[config.mk]
export PLATFORM = sky130hd
export DESIGN_NAME = inst_fetch
export DESIGN_NICKNAME = d
export VERILOG_FILES = /design/src/rtl/inst_fetch.sv
export SDC_FILE = /design/constraint.sdc
export NUM_CORES = 1
export LEC_CHECK = 0
export CAP_MARGIN = 30
export CORE_MARGIN = 2
export CORE_UTILIZATION = 49
export CTS_CLUSTER_DIAMETER = 50
export CTS_CLUSTER_SIZE = 16
export DETAILED_ROUTE_END_ITERATION = 10
export GPL_TIMING_DRIVEN = 0
export HOLD_SLACK_MARGIN = 0.05
export MAX_ROUTING_LAYER = met4
export PLACE_DENSITY = 0.93
export SETUP_SLACK_MARGIN = 0.1
export SLEW_MARGIN = 20
export SYNTH_ARGS = -nofsm -noshare
export SYNTH_HDL_FRONTEND = slang
export SYNTH_SLANG_ARGS = --single-unit
[constraint.sdc]
create_clock -name i_clk -period 8.3 [get_ports i_clk]
set_input_delay 1.245 -clock i_clk [delete_from_list [all_inputs] [get_ports i_clk]]
set_output_delay 1.245 -clock i_clk [all_outputs]
set_load 0.03 [all_outputs]
[src/rtl/inst_fetch.sv]
// Instruction-fetch stage: one memory request per PC update, stall wait with timeout,
// and a one-entry pending buffer for PC updates that arrive mid-fetch.
module inst_fetch #(
    parameter int ADDR_W   = 64,
    parameter int INST_W   = 32,
    parameter int MAX_WAIT = 15
) (
    input  logic              i_clk,
    input  logic              i_rst,
    input  logic [ADDR_W-1:0] i_pc_addr,
    input  logic              i_pc_valid,
    output logic              o_imem_cen,
    output logic [ADDR_W-1:0] o_imem_addr,
    input  logic              i_imem_stall,
    input  logic [INST_W-1:0] i_imem_rdata,
    output logic [INST_W-1:0] o_inst,
    output logic [ADDR_W-1:0] o_inst_pc,
    output logic              o_inst_valid,
    output logic              o_fetch_err,
    output logic              o_overrun,
    output logic              o_busy
);

    localparam int CNT_W = 5;

    typedef enum logic [1:0] {IDLE, REQ, WAIT} state_t;

    state_t            state, state_nx;
    logic              pend_v, pend_v_nx;
    logic [ADDR_W-1:0] pend_addr, pend_addr_nx;
    logic [ADDR_W-1:0] req_addr_nx;
    logic [CNT_W-1:0]  cnt, cnt_nx;
    logic              valid_nx, err_nx, overrun_nx, capture;
    logic              src_v;
    logic [ADDR_W-1:0] src_addr;

    // The pending entry is always older than a same-cycle PC pulse, so it wins.
    assign src_v    = pend_v | i_pc_valid;
    assign src_addr = pend_v ? pend_addr : i_pc_addr;

    always_comb begin
        state_nx     = state;
        pend_v_nx    = pend_v;
        pend_addr_nx = pend_addr;
        req_addr_nx  = o_imem_addr;
        cnt_nx       = cnt;
        valid_nx     = 1'b0;
        err_nx       = 1'b0;
        overrun_nx   = o_overrun;
        capture      = 1'b0;

        case (state)
            IDLE: begin
                if (src_v) begin
                    if (pend_v) begin
                        pend_v_nx    = i_pc_valid;
                        pend_addr_nx = i_pc_valid ? i_pc_addr : pend_addr;
                    end
                    if (src_addr[1:0] != 2'b00) begin
                        err_nx = 1'b1;
                    end else begin
                        req_addr_nx = src_addr;
                        state_nx    = REQ;
                    end
                end
            end
            REQ: begin
                cnt_nx   = '0;
                state_nx = WAIT;
            end
            WAIT: begin
                if (!i_imem_stall) begin
                    capture  = 1'b1;
                    valid_nx = 1'b1;
                    state_nx = IDLE;
                end else begin
                    cnt_nx = cnt + 1'b1;
                    if (cnt == CNT_W'(MAX_WAIT - 1)) begin
                        err_nx   = 1'b1;
                        state_nx = IDLE;
                    end
                end
            end
            default: state_nx = IDLE;
        endcase

        if (state != IDLE && i_pc_valid) begin
            if (!pend_v) begin
                pend_v_nx    = 1'b1;
                pend_addr_nx = i_pc_addr;
            end else begin
                overrun_nx = 1'b1;
            end
        end
    end

    always_ff @(posedge i_clk or posedge i_rst) begin
        if (i_rst) begin
            state        <= IDLE;
            pend_v       <= 1'b0;
            pend_addr    <= '0;
            cnt          <= '0;
            o_imem_addr  <= '0;
            o_inst       <= '0;
            o_inst_pc    <= '0;
            o_inst_valid <= 1'b0;
            o_fetch_err  <= 1'b0;
            o_overrun    <= 1'b0;
        end else begin
            state        <= state_nx;
            pend_v       <= pend_v_nx;
            pend_addr    <= pend_addr_nx;
            cnt          <= cnt_nx;
            o_imem_addr  <= req_addr_nx;
            o_inst_valid <= valid_nx;
            o_fetch_err  <= err_nx;
            o_overrun    <= overrun_nx;
            if (capture) begin
                o_inst    <= i_imem_rdata;
                o_inst_pc <= o_imem_addr;
            end
        end
    end

    assign o_imem_cen = (state == REQ);
    assign o_busy     = (state != IDLE) | pend_v;

endmodule

# Word-level counts from Yosys, hierarchy flattened
# Cells that the tools add are included.
[totals]
inputBits = 100
elab_cells = 56
output_inout_bits = 165
regBits = 235
[op_classes]
addsub = 1
reduce_logical = 9
muxes = 26
bitwise_logic = 3
eq_ne = 7
[op_table]
columns = ["op", "count"]
rows = [
  ["$mux W64", 7],
  ["$mux W1", 11],
  ["$pmux W5 S2", 1],
  ["$mux W2", 4],
  ["$ne A2 B2 Y1 const B", 3],
  ["$pmux W2 S3", 1],
  ["$reduce_and A3 Y1", 2],
  ["$reduce_bool A2 Y1", 3],
  ["$add A5 B1 Y5 const B", 1],
  ["$eq A5 B4 Y1 const B", 1],
  ["$mux W5", 1],
  ["$reduce_and A2 Y1", 2],
  ["$ne A3 B3 Y1 const B", 1],
  ["$eq A2 B1 Y1 const B", 1],
  ["$eq A2 B2 Y1 const B", 1],
  ["$logic_not A2 Y1", 1],
  ["$or A1 B1 Y1", 2],
  ["$pmux W1 S2", 1],
  ["$logic_and A1 B1 Y1", 1],
  ["$not A1 Y1", 1],
]

# Depth between registers and ports, before layout
[depth]
ltp_word = 6
depth_mapped = 5
ltp_nobuf = 5

# Worst setup path after synthesis
# OpenSTA, ideal clock, no wires.
[synth_timing]
path_type = "input to register"
from = "input port i_pc_addr[0]"
to = "register o_imem_addr[10]"
setup_slack_ns = 5.914
setup_time_ns = 0.125
t_arrival_ns = 2.260
path_stages = 5
required_ns = 8.175
cell_sequence = "nor3_1 > o211a_1 > buf_4 > buf_6 > mux2_4"
[synth_between]
elab_chain_cells = 4
[synth_rtl]
columns = ["item", "line_no", "source"]
rows = [
  ["start, declared", "10", "input logic [ADDR_W-1:0] i_pc_addr,"],
  ["$mux W64", "39", "assign src_addr = pend_v ? pend_addr : i_pc_addr;"],
  ["$reduce_bool A2 Y1", "59", "if (src_addr[1:0] != 2'b00) begin"],
  ["$not A1 Y1 (no line)", "-", ""],
  ["$reduce_and A3 Y1 (no line)", "-", ""],
  ["end signal, assigned", "114", "o_imem_addr <= req_addr_nx;"],
  ["end, declared", "13", "output logic [ADDR_W-1:0] o_imem_addr,"],
]
# No other way between the ends.
# A chain may end at the register's enable or synchronous reset.

# Worst setup path in the final report
[layout_timing]
from = "register state[1]"
to = "output port o_imem_cen"
[layout_between]
elab_chain_cells = 1
[layout_rtl]
columns = ["item", "line_no", "source"]
rows = [
  ["start, declared", "28", "state_t state, state_nx;"],
  ["start signal, assigned", "110", "state <= state_nx;"],
  ["$eq A2 B1 Y1", "125", "assign o_imem_cen = (state == REQ);"],
  ["end, declared", "12", "output logic o_imem_cen,"],
]
# No other way between the ends.

==> out/qor.log <==
qor: drt.met1Wirelength 9270 µm
qor: timing.max_freq 306 MHz
qor: drt.detail_route.vias_per_cell 5.10
qor: critical_path.worst_ep_required_time 7.05 ns
qor: yosys.syn_area_per_cell 16.5 µm²
qor: critical_path.cp_max_fo 7
qor: cts.clock_sinks 235
qor: drt.vias 5983
qor: cts.clk_pin_slew_worst_paths 0.06 ns
qor: cells_and_area.layout-drive-gt1-share 37.3%
qor: timing.timing.final.setup_violations 0
qor: yosys.yosysMostFrequentCell sky130_fd_sc_hd__dfrtp_1
qor: die.die_h 145 µm
qor: placed_design.port_buffers 264
qor: cells_and_area.seqCellArea 5880 µm²
qor: yosys.seq_area_frac_synth 60.0%
qor: global_routing.globalRouteTotalUtil 21.8%
qor: cts.cts_tree built
qor: timing.fin_worst_skew 0.0110 ns
qor: die.chipWidth 145 µm
qor: drt.avgRoutedWirePerCell 18.9 µm
qor: critical_path.capturing_element_type_of_the_critical_path primary output
qor: timing.slew_violations 0
qor: cts.clk_latency 0.51 ns
qor: drt.detailroute.wirelength.met2 11200 µm
qor: timing.setup_repair_after_global_routing_missed_its_margin no
qor: run.timing.max_cap.violations 0
qor: global_routing.grt_first_pass_wirelength 36000 µm
qor: status.run_status finished, final reports clean
qor: worst_hold_path.min_path_type flip-flop to flip-flop
qor: cts.cts.path.max_buffers 3
qor: cts.cts.repair.resized 0
qor: cts.cts_inserted_buffers 26
qor: cells_and_area.final_util 70.3%
qor: critical_path.timing.setup.critical_path_class flip-flop to primary output
qor: drt.drc 0
qor: die.pin_count 265
qor: yosys.netlist_instances 594
qor: timing.finalCriticalPeriod 3.26 ns
qor: placed_design.post-dp-hpwl 15400 µm
qor: yosys.synth_edf_count 0
qor: yosys.synth_top_area_share 60.0%
qor: die.initial_core_util 50.2%
qor: global_routing.first_global_vias 6687
qor: drt.drt_first_pass_iters 4
qor: die.rows 51
qor: yosys.postSynth.asyncResetShare 100%
qor: power.totalPowerFinal 6.17 mW
qor: yosys.yosysUniqueCellTypes 33
qor: cells_and_area.diodes 0
qor: placed_design.pre_cts_slack 4.76 ns
qor: global_routing.maximum_number_of_pins_on_one_net_before_global_route_repair 85
qor: critical_path.crit_path_start_kind flip-flop
qor: yosys.yosys_register_bits 235
qor: die.fp.coreArea 19500 µm²
qor: yosys.ys.warnings.count 0
qor: cells_and_area.nets 990
qor: drt.drt-total-wl 22200 µm
qor: placed_design.gpl.final_weighted_congestion 0.761
qor: global_routing.grt_antenna_before_repair 0
qor: cts.postCtsSetupBuffers 0
qor: yosys.synth.area.top_cells sky130_fd_sc_hd__dfrtp_1, sky130_fd_sc_hd__mux2_2, sky130_fd_sc_hd__mux2_4
qor: yosys.synth_top_cells_by_count sky130_fd_sc_hd__dfrtp_1, sky130_fd_sc_hd__mux2_2, sky130_fd_sc_hd__mux2_4
qor: timing.finalHoldViolCount 0
qor: timing.min_period_over_period 39.3%
qor: global_routing.overall_overflow_remaining_after_global_route 0
qor: cells_and_area.instances_no_fill 1173
qor: die.die-area 21100 µm²
qor: power.vdd_ir_drop_max 0.301 mV
qor: drt.final_antenna_net_count 0
qor: timing.timing.slew.headroom 36.9%
qor: yosys.postSynthNetCount 696
qor: timing.min_hold_slack 0.474 ns
qor: cts.cts-root-buf sky130_fd_sc_hd__clkbuf_16
qor: critical_path.crit_arrival 2.02 ns
qor: yosys.synth_largest_area_cell sky130_fd_sc_hd__dfrtp_1
qor: cts.holdBufCountCts 0
qor: cells_and_area.multi_input_area 3660 µm²
qor: drt.met3_wirelength 1300 µm
qor: timing.measured_slew_at_the_worst_slew_check_pin 0.942 ns
qor: cells_and_area.area_growth 40.1%
qor: yosys.netlist_area 9800 µm²
qor: cts.cts.htree.levels 1
qor: drt.drt_first_iter_violations 180
qor: timing.final_critical_path_setup_slack 5.04 ns
qor: placed_design.placed_cells_incl_taps 1125
qor: power.static_leak 5.87 nW
qor: power.powerDensity 450 nW/µm²
qor: drt.top_layer_used met4
qor: cells_and_area.fillCellCount 1277
qor: yosys.synth_flop_cell sky130_fd_sc_hd__dfrtp_1
## cells by family (layout without fill, tap and decap cells)
kind of cell	count (synthesis)	in the layout	synth area share (%)
multiplexers	286	286	34.7
AO/OA/AOI/OAI	10	10	0.664
flip-flops	235	235	60.0
buffers and inverters	34	348	2.63
adder cells (fa/ha/maj)	2	2	0.255
AND/OR/NAND/NOR	27	27	1.78
## per-stage QoR
| stage | cell area [µm²] | TNS (ns) |
|---|---|---|
| after floorplan | 9800 | 0 |
| after global placement | 12800 | -530.21 |
| after detailed placement | 12800 | 0 |
| after CTS | 13700 | 0 |
| after global routing | 13700 | 0 |
| final | 13700 | 0 |
## layout by cell type, fill, tap and decap left out, drive strengths merged, types with 2 or more instances in the layout
| cell | instances |
|---|---|
| nor2b | 2 |
| clkdlybuf4s50 | 264 |
| nor2 | 4 |
| nor3b | 2 |
| o21ai | 4 |
| ha | 2 |
| dfrtp | 235 |
| clkbuf | 32 |
| nand2 | 6 |
| nand3 | 3 |
| inv | 6 |
| nor3 | 2 |
| clkinvlp | 7 |
| mux2 | 285 |
| clkinv | 6 |
| buf | 32 |
| nand2b | 2 |
## path summary, 6_finish.rpt
path / start / depth (start not counted) / end / slack (ns)
hold reg to reg: cnt[4]$_DFFE_PP0P_ / 1 / cnt[4]$_DFFE_PP0P_ / 0.47
setup / recovery: state[1]$_DFFE_PP0P_ / 3 / o_imem_cen / 5.04
max in group asynchronous: i_rst / 3 / o_inst[7]$_DFFE_PP0P_ / 6.34
min in group asynchronous: i_rst / 2 / o_inst_pc[37]$_DFFE_PP0P_ / 1.18
setup reg to reg: state[0]$_DFFE_PP0P_ / 4 / o_inst_pc[3]$_DFFE_PP0P_ / 6.06
hold / removal: cnt[4]$_DFFE_PP0P_ / 1 / cnt[4]$_DFFE_PP0P_ / 0.47
## registers in the layout, indices dropped and copies added, names as in the netlist
register,flops
o_imem_addr,64
o_inst_pc,64
pend_addr,64
o_inst,32
cnt,5
state,2
o_fetch_err,1
o_inst_valid,1
o_overrun,1
pend_v,1
## worst max-delay path, cell delays in order, from the launching register on
cell and delay (ns):
sky130_fd_sc_hd__dfrtp_1 0.44, sky130_fd_sc_hd__nand2b_1 0.26, sky130_fd_sc_hd__inv_1 0.10, sky130_fd_sc_hd__clkdlybuf4s50_1 0.72
## layer usage
| layer | global-route usage [%] | vias to the layer above |
|---|---|---|
| met4 | 5.20 | 0 |
| met2 | 36.8 | 212 |
| met1 | 27.3 | 3031 |
| met3 | 4.29 | 27 |
| met5 | - | - |
| li1 | - | 2713 |
## power breakdown
part	switching (mW)	total, mW	internal [mW]
combinational	1.45	2.94	1.50
clock	0.490	1.16	0.666
sequential	0.360	2.08	1.72
total	2.30	6.17	3.88
## area by class of cell
| class | instances | share of cell area [%] |
|---|---|---|
| clock buffer | 31 | 5.25 |
| multi-input combinational | 325 | 26.7 |
| sequential | 235 | 42.9 |
| clock inverter | 17 | 1.22 |
| buffer | 31 | 1.80 |
| tap | 265 | 2.42 |
| inverter | 3 | 0.137 |
| timing repair buffer | 266 | 19.7 |
(Power assumes the default switching activity.)
